===== config.mk =====
export PLATFORM = sky130hd
export DESIGN_NAME = lfsr_value_gen_flat
export DESIGN_NICKNAME = d
export VERILOG_FILES = /design/src/rtl/lfsr_value_gen_pkg.sv /design/src/rtl/lfsr_value_gen_if.sv /design/src/rtl/lfsr_value_gen_tick_prescaler.sv /design/src/rtl/lfsr_value_gen.sv /design/src/flat_wrapper.sv
export SDC_FILE = /design/constraint.sdc
export NUM_CORES = 1
export LEC_CHECK = 0
export CORE_MARGIN = 4
export CORE_UTILIZATION = 46
export DETAILED_ROUTE_END_ITERATION = 7
export PLACE_DENSITY_LB_ADDON = 0.15
export SYNTH_ARGS = -nofsm -noshare
export SYNTH_HDL_FRONTEND = slang
export SYNTH_SLANG_ARGS = --single-unit

===== constraint.sdc =====
create_clock -name clk -period 3.7 [get_ports clk]
set_input_delay 0.74 -clock clk [delete_from_list [all_inputs] [get_ports clk]]
set_output_delay 0.74 -clock clk [all_outputs]
set_load 0.005 [all_outputs]

===== src/rtl/lfsr_value_gen_pkg.sv =====
// Shared definitions for the LFSR value generator.
//   gen_state_e        : run/pause controller state
//   LFSR_WIDTH         : LFSR width used by the display path
//   LFSR_TAPS_16       : feedback mask, x^16+x^14+x^13+x^11
//   LFSR_DEFAULT_SEED  : reset state, also used in place of an all-zero seed
package lfsr_value_gen_pkg;

   typedef enum logic {
      ST_RUN    = 1'b0,
      ST_PAUSED = 1'b1
   } gen_state_e;

   localparam int          LFSR_WIDTH        = 16;
   localparam logic [15:0] LFSR_TAPS_16      = 16'hB400;
   localparam logic [15:0] LFSR_DEFAULT_SEED = 16'hACE1;

endpackage


===== src/rtl/lfsr_value_gen_if.sv =====
// Seed handshake and value stream between the generator and its neighbours.
//   seed_valid / seed_data / seed_ready : seed offer and acceptance
//   value       : {paused flag, LFSR state}
//   value_valid : one-cycle pulse when the LFSR state changes
//   step_count  : steps since reset or last seed load
// master = seed source / value consumer, slave = generator.
interface lfsr_value_gen_if
   import lfsr_value_gen_pkg::*;
#(
   parameter int WIDTH = LFSR_WIDTH
);
   logic             seed_valid;
   logic [WIDTH-1:0] seed_data;
   logic             seed_ready;
   logic [WIDTH:0]   value;
   logic             value_valid;
   logic [15:0]      step_count;

   modport master (
      output seed_valid, seed_data,
      input  seed_ready, value, value_valid, step_count
   );

   modport slave (
      input  seed_valid, seed_data,
      output seed_ready, value, value_valid, step_count
   );
endinterface


===== src/rtl/lfsr_value_gen_tick_prescaler.sv =====
// Step-rate prescaler: one-cycle tick every PRESCALE enabled cycles.
//   clk   : clock
//   clear : synchronous restart of the period (reset or seed load)
//   en    : count enable; the count holds while low
//   tick  : high in the last cycle of each period
// Implemented as a down-counter holding the cycles left in the period, so
// the terminal-count compare is against zero.
module tick_prescaler #(
   parameter int PRESCALE = 50_000_000
) (
   input  logic clk,
   input  logic clear,
   input  logic en,
   output logic tick
);
   localparam int CNT_W = (PRESCALE > 2) ? $clog2(PRESCALE) : 1;
   localparam logic [CNT_W-1:0] LOAD = CNT_W'(PRESCALE - 1);

   logic [CNT_W-1:0] cnt_q;

   always_ff @(posedge clk) begin
      if (clear) begin
         cnt_q <= LOAD;
      end else if (en) begin
         if (cnt_q == '0) cnt_q <= LOAD;
         else             cnt_q <= cnt_q - CNT_W'(1);
      end
   end

   assign tick = en && (cnt_q == '0);

endmodule


===== src/rtl/lfsr_value_gen.sv =====
// Prescaled 16-bit Fibonacci LFSR feeding the seven-segment multiplexer.
//   clk, reset : clock, synchronous active-high reset
//   toggle     : level, high pauses automatic stepping
//   step_req   : single-step pulse, honoured only while paused
//   bus        : seed handshake and value/value_valid/step_count outputs
//
// state     | meaning
// ----------+-----------------------------------------------------------
// ST_RUN    | prescaler counting, LFSR steps on each tick
// ST_PAUSED | prescaler frozen, LFSR steps only on step_req
module lfsr_value_gen
   import lfsr_value_gen_pkg::*;
#(
   parameter int               WIDTH        = LFSR_WIDTH,
   parameter logic [WIDTH-1:0] TAPS         = LFSR_TAPS_16,
   parameter logic [WIDTH-1:0] DEFAULT_SEED = LFSR_DEFAULT_SEED,
   parameter int               PRESCALE     = 50_000_000
) (
   input  logic                 clk,
   input  logic                 reset,
   input  logic                 toggle,
   input  logic                 step_req,
   lfsr_value_gen_if.slave      bus
);
   gen_state_e       state_q;
   logic             paused_q;
   logic [WIDTH-1:0] lfsr_q;
   logic             value_valid_q;
   logic [15:0]      step_count_q;

   logic             seed_xfer;
   logic [WIDTH-1:0] seed_word;
   logic [WIDTH-1:0] lfsr_next;
   logic             tick;
   logic             do_step;

   assign bus.seed_ready = !reset;
   assign seed_xfer      = bus.seed_valid && !reset;
   assign seed_word      = (bus.seed_data == '0) ? DEFAULT_SEED : bus.seed_data;
   assign lfsr_next      = {lfsr_q[WIDTH-2:0], ^(lfsr_q & TAPS)};

   tick_prescaler #(
      .PRESCALE (PRESCALE)
   ) u_prescaler (
      .clk   (clk),
      .clear (reset || seed_xfer),
      .en    (state_q == ST_RUN),
      .tick  (tick)
   );

   // A seed load wins over any step in the same cycle; the step is lost.
   assign do_step = !seed_xfer &&
                    (tick || ((state_q == ST_PAUSED) && step_req));

   always_ff @(posedge clk) begin
      if (reset) begin
         state_q  <= ST_RUN;
         paused_q <= 1'b0;
      end else begin
         state_q  <= toggle ? ST_PAUSED : ST_RUN;
         paused_q <= toggle;
      end
   end

   always_ff @(posedge clk) begin
      if (reset) begin
         lfsr_q        <= DEFAULT_SEED;
         step_count_q  <= '0;
         value_valid_q <= 1'b0;
      end else begin
         value_valid_q <= 1'b0;
         if (seed_xfer) begin
            lfsr_q        <= seed_word;
            step_count_q  <= '0;
            value_valid_q <= (seed_word != lfsr_q);
         end else if (do_step) begin
            lfsr_q        <= lfsr_next;
            step_count_q  <= step_count_q + 16'd1;
            value_valid_q <= 1'b1;
         end
      end
   end

   assign bus.value       = {paused_q, lfsr_q};
   assign bus.value_valid = value_valid_q;
   assign bus.step_count  = step_count_q;

endmodule

===== src/flat_wrapper.sv =====
// flat-port wrapper written by rule: the top's interface ports become plain ports
module lfsr_value_gen_flat import lfsr_value_gen_pkg::*;
#(
   parameter int               WIDTH        = LFSR_WIDTH,
   parameter logic [WIDTH-1:0] TAPS         = LFSR_TAPS_16,
   parameter logic [WIDTH-1:0] DEFAULT_SEED = LFSR_DEFAULT_SEED,
   parameter int               PRESCALE     = 50_000_000
)
  (clk, reset, toggle, step_req, bus_seed_valid, bus_seed_data, bus_seed_ready, bus_value, bus_value_valid, bus_step_count);
  lfsr_value_gen_if #(.WIDTH(WIDTH)) bus_i ();
  input  logic clk;
  input  logic reset;
  input  logic toggle;
  input  logic step_req;
  input wire logic [$bits(bus_i.seed_valid)-1:0] bus_seed_valid;
  input wire logic [$bits(bus_i.seed_data)-1:0] bus_seed_data;
  output wire logic [$bits(bus_i.seed_ready)-1:0] bus_seed_ready;
  output wire logic [$bits(bus_i.value)-1:0] bus_value;
  output wire logic [$bits(bus_i.value_valid)-1:0] bus_value_valid;
  output wire logic [$bits(bus_i.step_count)-1:0] bus_step_count;
  assign bus_i.seed_valid = bus_seed_valid;
  assign bus_i.seed_data = bus_seed_data;
  assign bus_seed_ready = bus_i.seed_ready;
  assign bus_value = bus_i.value;
  assign bus_value_valid = bus_i.value_valid;
  assign bus_step_count = bus_i.step_count;
  lfsr_value_gen #(.WIDTH(WIDTH), .TAPS(TAPS), .DEFAULT_SEED(DEFAULT_SEED), .PRESCALE(PRESCALE)) u_core (.clk(clk), .reset(reset), .toggle(toggle), .step_req(step_req), .bus(bus_i));
endmodule

==> summary.md, run 1 <==
| Metric | Value |
|---|---|
| Root Driver | `clkbuf_8` |
| Switch Pwr | `0.356 mW` |
| Die H | `89.4 um` |
| First-pass GRT wire length | `12400 um` |
| # hold bufs at CTS | `0` |
| Antenna Nets Post-Route | `0` |
| Clock Pin Slew Worst Setup and Hold Paths | `0.07 ns` |
| DIE AREA | `7990 um^2` |
| FP Rows | `29` |
| Sequential Area | `1200 um^2` |
| TritonCTS clock tree | `done` |
| Antenna violations before repair | `0` |
| Tightest Pin Transition | `0.942 ns` |
| Worst endpoint required time | `3.96 ns` |
| Synth Area in Compound Gates | `14.7%` |
| Post-CTS Resized | `0` |
| Dpl hpwl | `5410 um` |
| Crit share post-route | `81.8%` |
| Post-synthesis adder-cell area fraction | `0.821%` |
| Clk buf depth | `2` |
| Max Cap Viol | `0` |
| RSZ-0062 raised after global routing | `false` |
| Core Area | `6390 um^2` |
| Final GP Congestion | `0.886` |
| Leading area contributor after synthesis | `dfxtp_1` |
| Pwr Total | `1.56 mW` |
| Synth cell types | `43` |
| Leak Pwr | `1.30 nW` |
| Die Span X | `89.4 um` |
| Slew Limit Headroom | `37.2%` |
| Footprint of the multi-input gates | `1670 um^2` |
| H-tree depth | `3` |
| Fin util | `61.0%` |
| First-pass detailed-route iteration total | `4` |
| Maximum clock rate | `331 MHz` |
| Post-synth top area share | `39.4%` |
| Commonest non-fill, non-tap cells in the layout | `dfxtp_1 (60), clkdlybuf4s50_1 (55), nand2_1 (37)` |
| CTS sink count | `60` |
| PD cells | `402 nW/um^2` |
| Peak fanout along the critical path | `30` |
| Total Wirelength | `7490 um` |
| Sequential share of power | `43.8%` |
| # fillers | `551` |
| Synth Area per Inst | `8.24 um^2` |
| Sw Ratio | `22.8%` |
| Clock Skew | `0.00808 ns` |
| Post-synthesis sequential area ratio | `39.4%` |
| Placement Cell Area | `3640 um^2` |
| Synth Area in XOR/XNOR | `10.9%` |
| Endpoints failing hold | `0` |
| Clock share of power | `46.4%` |
| Mapped cell area | `3050 um^2` |
| Residual DRC | `0` |
| Hold Path Class | `flop to flop` |
| Vias in the first global route | `2613` |
| Wire per inst | `14.8 um` |
| Yosys Warn Count | `0` |
| Largest cells by area after synthesis | `dfxtp_1 (39%), xnor2_1 (7.2%), nand2_1 (4.6%), nor3_1 (4.4%), nor2_1 (4.3%)` |
| GRT Overall Usage | `20.0%` |
| Worst Setup Start Kind | `flop` |
| Setup violators final | `0` |
| Initial drt markers | `154` |
| IO Port Bufs | `55` |
| Clk_lat worst skew | `0.34 ns` |
| Via count | `2859` |
| Gate Count Post-Synth | `370` |
| Final min period | `3.03 ns` |
| Mux contribution to synthesized area | `0.698%` |
| Num CTS Buffers | `9` |
| Commonest non-fill, non-tap cell in the layout | `dfxtp_1` |
| Total gr overflow | `0` |
| Peak supply drop | `0.319 mV` |
| Post-Syn Nets | `393` |
| WS Path Type | `flop to flop` |
| Vias per cell | `5.65` |
| Boundary Pins | `56` |
| Seq cells post-synth | `60` |
| Initial core utilization | `47.7%` |
| P_int | `1.21 mW` |
| Combinational fraction of design power | `9.8%` |
| Area grow syn2layout | `27.8%` |
| Critical path arrival | `3.28 ns` |
| Setup TNS Final | `0 ns` |
| Post-route cell area | `3890 um^2` |
| Largest net degree at the start of global routing | `31` |
| Max Slew Vio Count | `0` |
| Simple logic cell fraction of the synthesized area | `27.6%` |
| Status | `finished, final reports clean` |
| Largest family of logic cells by synthesized area | `simple AND/OR/NAND/NOR gates` |
| Fin nets | `447` |
| Layout cell share with drive strength beyond 1 | `7.23%` |
| CP Capture Type | `flop` |
| # Post-CTS Setup Buffers | `0` |
| Inserted Diodes | `0` |
## metrics by stage
stage	instances	hold WS [ns]	worst slack, ns
finish	506	0.487	0.675
global route	506	0.524	0.552
CTS	506	0.489	0.698
detailed placement	490	0.480	0.738
global placement	490	0.467	0.784
floorplan	370	0.457	0.845
## cell families after synthesis
| kind of cell | Yosys count |
|---|---|
| AO/OA/AOI/OAI | 66 |
| AND/OR/NAND/NOR | 164 |
| multiplexers | 2 |
| flip-flops | 60 |
| adder cells (fa/ha/maj) | 2 |
| buffers and inverters | 38 |
| XOR/XNOR | 38 |
## cells in the mapped netlist (all sizes together)
cell and count:
a221oi 1, o21ai 7, nor4 10, o2111ai 1
nand4 4, mux2i 1, or4 16, nand2b 2
a211oi 1, nand4b 1, buf 7, a31oi 7
clkbuf 13, and3 1, nand2 37, a2111oi 10
or4b 2, o41ai 3, o211ai 2, o31ai 12
xnor2 25, mux2 1, nor3 27, a21oi 19
nor2 35, or3 9, dfxtp 60, or2 2
xor2 13, nand3 10, ha 2, and4 1
nor2b 6, o221ai 1, nor3b 1, o31a 2
inv 18
## path summary, 6_finish.rpt
kind | to | from | slack (ns) | depth (start not counted)
max | u_core.bus.step_count[12] | u_core.u_prescaler.cnt_q[2] | 0.67 | 5
min | u_core.bus.step_count[15] | u_core.bus.step_count[15] | 0.49 | 2
max reg2reg | u_core.bus.step_count[12] | u_core.u_prescaler.cnt_q[2] | 0.67 | 5
min reg2reg | u_core.bus.step_count[15] | u_core.bus.step_count[15] | 0.49 | 2
## sequential cells by signal (all words and copies together) (netlist names)
register and flops:
u_core.u_prescaler.cnt_q 26, u_core.bus.step_count 16, u_core.lfsr_q 16, u_core.bus.value_valid 1, u_core.paused_q 1
## layer usage
metal	share of wire (%)	wire [um]	global-route usage [%]	up-vias
met5	0	0	0	-
met4	1.0	76	5.95	0
met3	6.9	514	6.18	8
met2	47	3490	32.4	74
met1	45	3400	25.6	1335
li1	-	-	-	1442
## final cells by class
cell class | instances | share of cell area [%]
Inverter | 18 | 1.74
Multi-Input combinational cell | 272 | 42.9
Tap cell | 77 | 2.47
Clock buffer | 10 | 3.53
Timing Repair Buffer | 63 | 15.7
Clock inverter | 6 | 2.86
Sequential cell | 60 | 30.8
## worst max-delay path, stage by stage (launching register included)
cell and delay [ns]:
dfxtp_1 0.35, or4_4 0.59, or4_4 0.59, o31a_1 0.62
or4_1 0.62, a21oi_1 0.17
## power by group through the flow
stage	sequential [mW]	clock, mW	combinational (mW)
CTS	0.685	0.744	0.154
floorplan	0.693	0	0.0761
finish	0.685	0.727	0.153
detailed placement	0.700	0	0.153
global placement	0.700	0	0.152
global route	0.688	0.778	0.169
Note: power is estimated with default switching activity, not from simulation.
==> run 2, diff against run 1 <==
==> constraint.sdc (replaced) <==
create_clock -name clk -period 3.1 [get_ports clk]
set_input_delay 0.62 -clock clk [delete_from_list [all_inputs] [get_ports clk]]
set_output_delay 0.62 -clock clk [all_outputs]
set_load 0.005 [all_outputs]
==> run 2 against run 1 <==
- combinational power grew 20%
- count of clock-buffer cells in the layout up 3
- maximum frequency rose by 4.5%
- critical endpoint is now u_core.bus.step_count[14]
- global-route usage up 0.50 points
- utilization is 1.1 points lower
- die area unchanged
- final cell count unchanged
- first-iteration DRC count is 17% higher
- via count increased by 0.38%
- non-clock buffer count grew 1
- sequential cell count unchanged
- worst setup slack got worse by 0.47 ns
==> summary.md, run 2 (synthesis gave the netlist of run 1 again) <==
| Metric | Value |
|---|---|
| Peak supply drop | `0.311 mV` |
| Worst endpoint required time | `3.37 ns` |
| First-pass detailed-route iteration total | `4` |
| Total gr overflow | `0` |
| Endpoints failing hold | `0` |
| Worst reg-to-reg setup slack | `0.20 ns` |
| Die H | `89.4 um` |
| GRT Overall Usage | `20.5%` |
| Slew Limit Headroom | `57.7%` |
| Clock Pin Slew Worst Setup and Hold Paths | `0.06 ns` |
| Worst Setup Start Kind | `flop` |
| Boundary Pins | `56` |
| Clock Skew | `0.00618 ns` |
| Worst r2r src | `u_core.u_prescaler.cnt_q[2]` |
| Hold EP | `u_core.bus.step_count[15]` |
| Footprint of the multi-input gates | `1670 um^2` |
| Commonest non-fill, non-tap cells in the layout | `dfxtp_1 (60), clkdlybuf4s50_1 (55), nand2_1 (37)` |
| Clk_lat worst skew | `0.34 ns` |
| Vias in the first global route | `2596` |
| Hold Path Stages | `2` |
| Antenna violations before repair | `0` |
| Inserted Diodes | `0` |
| Worst Hold Launch | `u_core.bus.step_count[15]` |
| Sequential Area | `1200 um^2` |
| Final GP Congestion | `0.920` |
| Maximum clock rate | `345 MHz` |
| # Post-CTS Setup Buffers | `0` |
| Initial core utilization | `47.7%` |
| Setup WS pre-CTS | `0.105 ns` |
| Layout cell share with drive strength beyond 1 | `6.99%` |
| Final min period | `2.90 ns` |
| Via count | `2870` |
| Critical path arrival | `3.16 ns` |
| Post-CTS Resized | `0` |
| Area grow syn2layout | `25.4%` |
| WS Path Type | `flop to flop` |
| Total Wirelength | `7640 um` |
| Dpl hpwl | `5510 um` |
| Largest reg by FF count | `u_core.u_prescaler.cnt_q` |
| FP Rows | `29` |
| Max Slew Vio Count | `0` |
| TritonCTS clock tree | `done` |
| IO Port Bufs | `55` |
| Status | `finished, final reports clean` |
| Fin nets | `448` |
| Tightest Pin Transition | `0.635 ns` |
| CP Capture Type | `flop` |
| Die Span X | `89.4 um` |
| Core Area | `6390 um^2` |
| Num CTS Buffers | `9` |
| Residual DRC | `0` |
| Root Driver | `clkbuf_8` |
| Reg2Reg Depth | `5` |
| Final worst slack | `0.204 ns` |
| # hold bufs at CTS | `0` |
| # fillers | `580` |
| Leak Pwr | `1.27 nW` |
| Pwr Total | `1.62 mW` |
| Max Cap Viol | `0` |
| CTS sink count | `60` |
| H-tree depth | `3` |
| Commonest non-fill, non-tap cell in the layout | `dfxtp_1` |
| Clk buf depth | `2` |
| PD cells | `424 nW/um^2` |
| Antenna Nets Post-Route | `0` |
| DIE AREA | `7990 um^2` |
| Largest register FFs | `26` |
| Hold Path Class | `flop to flop` |
| Wire per inst | `15.1 um` |
| Crit share post-route | `93.4%` |
| Largest net degree at the start of global routing | `29` |
| Reg-to-reg endpoint | `u_core.bus.step_count[14]` |
| Setup violators final | `0` |
| Initial drt markers | `180` |
| Vias per cell | `5.67` |
| RSZ-0062 raised after global routing | `false` |
| Setup TNS Final | `0 ns` |
| First-pass GRT wire length | `12700 um` |
| Peak fanout along the critical path | `28` |
==> run 2: layer usage <==
metal  track usage (%)  share of wire, %  vias up  wire (um)
li1                  -                 -     1454          -
met1              27.7                48     1329       3660
met2              31.3                44       74       3350
met3              4.98               6.4       13        492
met4              8.25               1.8        0        137
met5                 0                 0        -          0
==> run 2: critical path: stages, from the launching register on <==
cell	delay, ns
dfxtp_1	0.36
or4_4	0.59
or4_4	0.60
o31a_2	0.55
or4_1	0.55
a21oi_1	0.17
==> run 2: worst max path at each step <==
| stage | startpoint | endpoint | slack (ns) | cells past startpoint |
|---|---|---|---|---|
| finish | u_core.u_prescaler.cnt_q[2] | u_core.bus.step_count[14] | 0.20 | 5 |
| global route | u_core.u_prescaler.cnt_q[2] | u_core.lfsr_q[8] | 0.03 | 5 |
| CTS | u_core.u_prescaler.cnt_q[2] | u_core.lfsr_q[8] | 0.09 | 5 |
| detailed placement | u_core.u_prescaler.cnt_q[2] | u_core.lfsr_q[8] | 0.11 | 5 |
| global placement | u_core.u_prescaler.cnt_q[2] | u_core.bus.step_count[12] | 0.21 | 5 |
| floorplan | u_core.u_prescaler.cnt_q[2] | u_core.bus.step_count[15] | 0.24 | 9 |
==> run 2: area by class of cell <==
cell class | instances | share of cell area, %
clock buffers | 13 | 4.16
flip-flops and latches | 60 | 31.4
well taps | 77 | 2.52
clock inverters | 2 | 0.262
repair buffers | 64 | 16.2
inverters | 18 | 1.77
multi-input cells | 272 | 43.7
==> run 2: through the flow <==
| step | utilization [%] | hold slack [ns] | instances | area (um^2) |
|---|---|---|---|---|
| global placement | 57.2 | 0.461 | 491 | 3650 |
| CTS | 59.8 | 0.491 | 506 | 3820 |
| finish | 59.9 | 0.487 | 506 | 3820 |
| detailed placement | 57.2 | 0.480 | 491 | 3650 |
| floorplan | - | 0.457 | 370 | 3050 |
| global route | 59.9 | 0.513 | 506 | 3820 |
==> run 2: report_power, final <==
group          switching, mW  total (mW)  leakage, nW  internal (mW)
sequential            0.0281       0.818        0.489          0.790
combinational         0.0858       0.184        0.689         0.0983
clock                  0.290       0.617       0.0893          0.327
total                  0.404        1.62         1.27           1.22
==> patch, RTL diff (flow settings as in run 2) <==
`PRESCALE` is set to 50_000_000 in 3 places; all go to 12_500_000.
--- a/src/rtl/lfsr_value_gen_tick_prescaler.sv
+++ b/src/rtl/lfsr_value_gen_tick_prescaler.sv
@@ -8,3 +8,3 @@
 module tick_prescaler #(
-   parameter int PRESCALE = 50_000_000
+   parameter int PRESCALE = 12_500_000
 ) (
--- a/src/rtl/lfsr_value_gen.sv
+++ b/src/rtl/lfsr_value_gen.sv
@@ -16,3 +16,3 @@
    parameter logic [WIDTH-1:0] DEFAULT_SEED = LFSR_DEFAULT_SEED,
-   parameter int               PRESCALE     = 50_000_000
+   parameter int               PRESCALE     = 12_500_000
 ) (
--- a/src/flat_wrapper.sv
+++ b/src/flat_wrapper.sv
@@ -6,3 +6,3 @@
    parameter logic [WIDTH-1:0] DEFAULT_SEED = LFSR_DEFAULT_SEED,
-   parameter int               PRESCALE     = 50_000_000
+   parameter int               PRESCALE     = 12_500_000
 )
Formal check against the unedited RTL: same outputs for any inputs over 10 cycles, from zero or initial values and one cycle with reset high; that may be too few to reach the edited logic, so the function may still have changed.
==> patch against run 2 <==
Non-clock buffer count is 2 higher. Cell count is 3.2% lower. Setup slack better by 0.023 ns. Total power is 2.1% higher. Synthesized cell count is 4.1% lower. Area after synthesis is 4.1% lower. Global-route usage is 0.25 points lower. Worst hold slack worse by 0.025 ns. Sequential cell count is 2 lower. Combinational power is 4% lower. Final area is 1.9% lower. Critical endpoint is now u_core.lfsr_q[1]. Critical path depth stayed put. Sequential power is 3.1% lower. Routed wire length is 4.4% lower.
==> patch: results (changes against run 2) <==
- Crit-path max FO: 30 (was 28)
- CP Capture Point: u_core.lfsr_q[1] (was u_core.bus.step_count[14])
- LEAKAGE: 1.28 nW (was 1.27 nW)
- Total CTS buffers: 9 (unchanged)
- Fill cell count: 546 (was 580)
- VDD IR max: 230 uV (was 311 uV)
- Worst min-delay path class: reg2reg (unchanged)
- Worst R2R End: u_core.lfsr_q[1] (was u_core.bus.step_count[14])
- Post-CTS Setup Inserts: 0 (unchanged)
- Reg with most FFs: u_core.u_prescaler.cnt_q (unchanged)
- Resized cells post-CTS: 0 (unchanged)
- Delay-heaviest family, CP: simple AND/OR/NAND/NOR gates (unchanged)
- Post-synthesis async set-or-reset flop share: 0% (unchanged)
- Synth area leaders: dfxtp_1 (40%), nand2_1 (6.0%), xnor2_1 (6.0%) (was dfxtp_1 (39%), xnor2_1 (7.2%), nand2_1 (4.6%))
- Yosys warns: 0 (unchanged)
- Initial DRT Pass Iterations: 4 (unchanged)
- Initial antenna violation count: 0 (unchanged)
- Max reg flops: 24 (was 26)
- Worst-margin pin slew: 0.854 ns (was 0.635 ns)
- Ant diodes: 0 (unchanged)
- Port bufs: 55 (unchanged)
- Detailed Place HPWL: 5240 um (was 5510 um)
- Nets: 436 (was 448)
- Number of global-route vias before repair: 2,588 (was 2,596)
- Register-to-Register Path Depth: 5 (unchanged)
- Clock transition at the registers of the reported paths: 0.06 ns (about the same)
- Worst Setup SP: u_core.u_prescaler.cnt_q[16] (was u_core.u_prescaler.cnt_q[2])
- Total GRT Usage: 20.2% (was 20.5%)
- Final wirelength: 7310 um (was 7640 um)
- Slowest-stage cell, CP: or4_4 (unchanged)
- Initial DRC count: 123 (was 180)
- First-pass GRT wire length: 12,400 um (was 12,700 um)
- Synth Net Count: 379 (was 393)
- Post-synthesis cell type count: 45 (was 43)
- Worst-Skew Late Latency: 0.33 ns
- Largest net degree at the start of global routing: 31 (was 29)
- H-tree levels: 3 (unchanged)
- Longest Clk Path Bufs: 2 (unchanged)
- GPL Wtd Cong: 0.920 (about the same)
- Via density: 5.67 (about the same)
- Area after DPL: 3560 um^2 (was 3650 um^2)
- Outcome: completed (unchanged)
- Register area share after synthesis: 39.7% (was 39.4%)
- Post-route worst setup slack: 0.227 ns (was 0.204 ns)
- Commonest cells post-synth: dfxtp_1 (58), nand2_1 (47), nor2_1 (27) (was dfxtp_1 (60), nand2_1 (37), nor2_1 (35))
- Share of layout cells above drive strength 1: 7.23% (was 6.99%)
- Pre-CTS WS: 0.296 ns (was 0.105 ns)
- WP data arrival: 3.05 ns (was 3.16 ns)
- Root buf cell: clkbuf_8 (unchanged)
- Final Skew: 0.00480 ns (was 0.00618 ns)
- Max incr delay on CP: 0.56 ns (was 0.60 ns)
==> patch: cell count changes after synthesis, moves of 4 or more <==
| cell | change |
|---|---|
| nand4_1 | +4 |
| nor4_1 | +5 |
| xnor2_1 | -5 |
| nor3_1 | -9 |
| nand3_1 | -4 |
| nand2_1 | +10 |
| or3_1 | -4 |
| nor2_1 | -8 |
| inv_1 | -8 |
==> patch: area by class of cell <==
cell class	count	area [um^2]	share of cell area, %
flip-flops and latches	58	1160	31.0
well taps	75	93.8	2.50
clock inverters	3	40.0	1.07
clock buffers	11	151	4.04
multi-input cells	267	1630	43.5
repair buffers	66	633	16.9
inverters	10	37.5	1.00
==> patch: how the worst min path moves through the flow <==
stage                                           start  depth (start not counted)                          end  slack [ns]
after floorplan           u_core.u_prescaler.cnt_q[5]                          2  u_core.u_prescaler.cnt_q[5]        0.44
after global placement    u_core.u_prescaler.cnt_q[5]                          2  u_core.u_prescaler.cnt_q[5]        0.45
after detailed placement  u_core.u_prescaler.cnt_q[5]                          2  u_core.u_prescaler.cnt_q[5]        0.46
after CTS                 u_core.u_prescaler.cnt_q[5]                          2  u_core.u_prescaler.cnt_q[5]        0.47
after global routing      u_core.u_prescaler.cnt_q[5]                          2  u_core.u_prescaler.cnt_q[5]        0.51
final                     u_core.u_prescaler.cnt_q[5]                          2  u_core.u_prescaler.cnt_q[5]        0.46
==> patch: stage by stage <==
stage	cells	util, %
final	490	62.2
after detailed placement	476	59.1
after global placement	476	59.1
after floorplan	355	-
after global routing	490	62.2
after CTS	490	62.2
==> patch: cells by family after synthesis <==
family | after synthesis | share of synthesized area, %
xor+xnor | 35 | 10.5
flops | 58 | 39.7
buf+inv | 30 | 4.41
simple gates | 165 | 29.5
mux | 1 | 0.385
fa+ha+maj | 3 | 1.28
compound gates | 63 | 14.2
==> patch: report_power, final <==
group | internal, mW | leakage [nW] | switching [mW]
Sequential | 0.764 | 0.473 | 0.0284
Clock | 0.403 | 0.101 | 0.280
Combinational | 0.0950 | 0.702 | 0.0816
Total | 1.26 | 1.28 | 0.390
==> patch: tightest hold or removal path, cell delays in order (launching register included) <==
cell and delay (ns):
dfxtp_1 0.31, nand2_1 0.05, a21oi_1 0.05
==> patch: layer usage <==
| metal | vias up | wire [um] | GRT usage [%] |
|---|---|---|---|
| met1 | 1298 | 3380 | 26.9 |
| met2 | 72 | 3510 | 32.3 |
| met4 | 0 | 40 | 6.42 |
| met5 | - | 0 | 0 |
| met3 | 4 | 374 | 5.08 |
| li1 | 1403 | - | - |
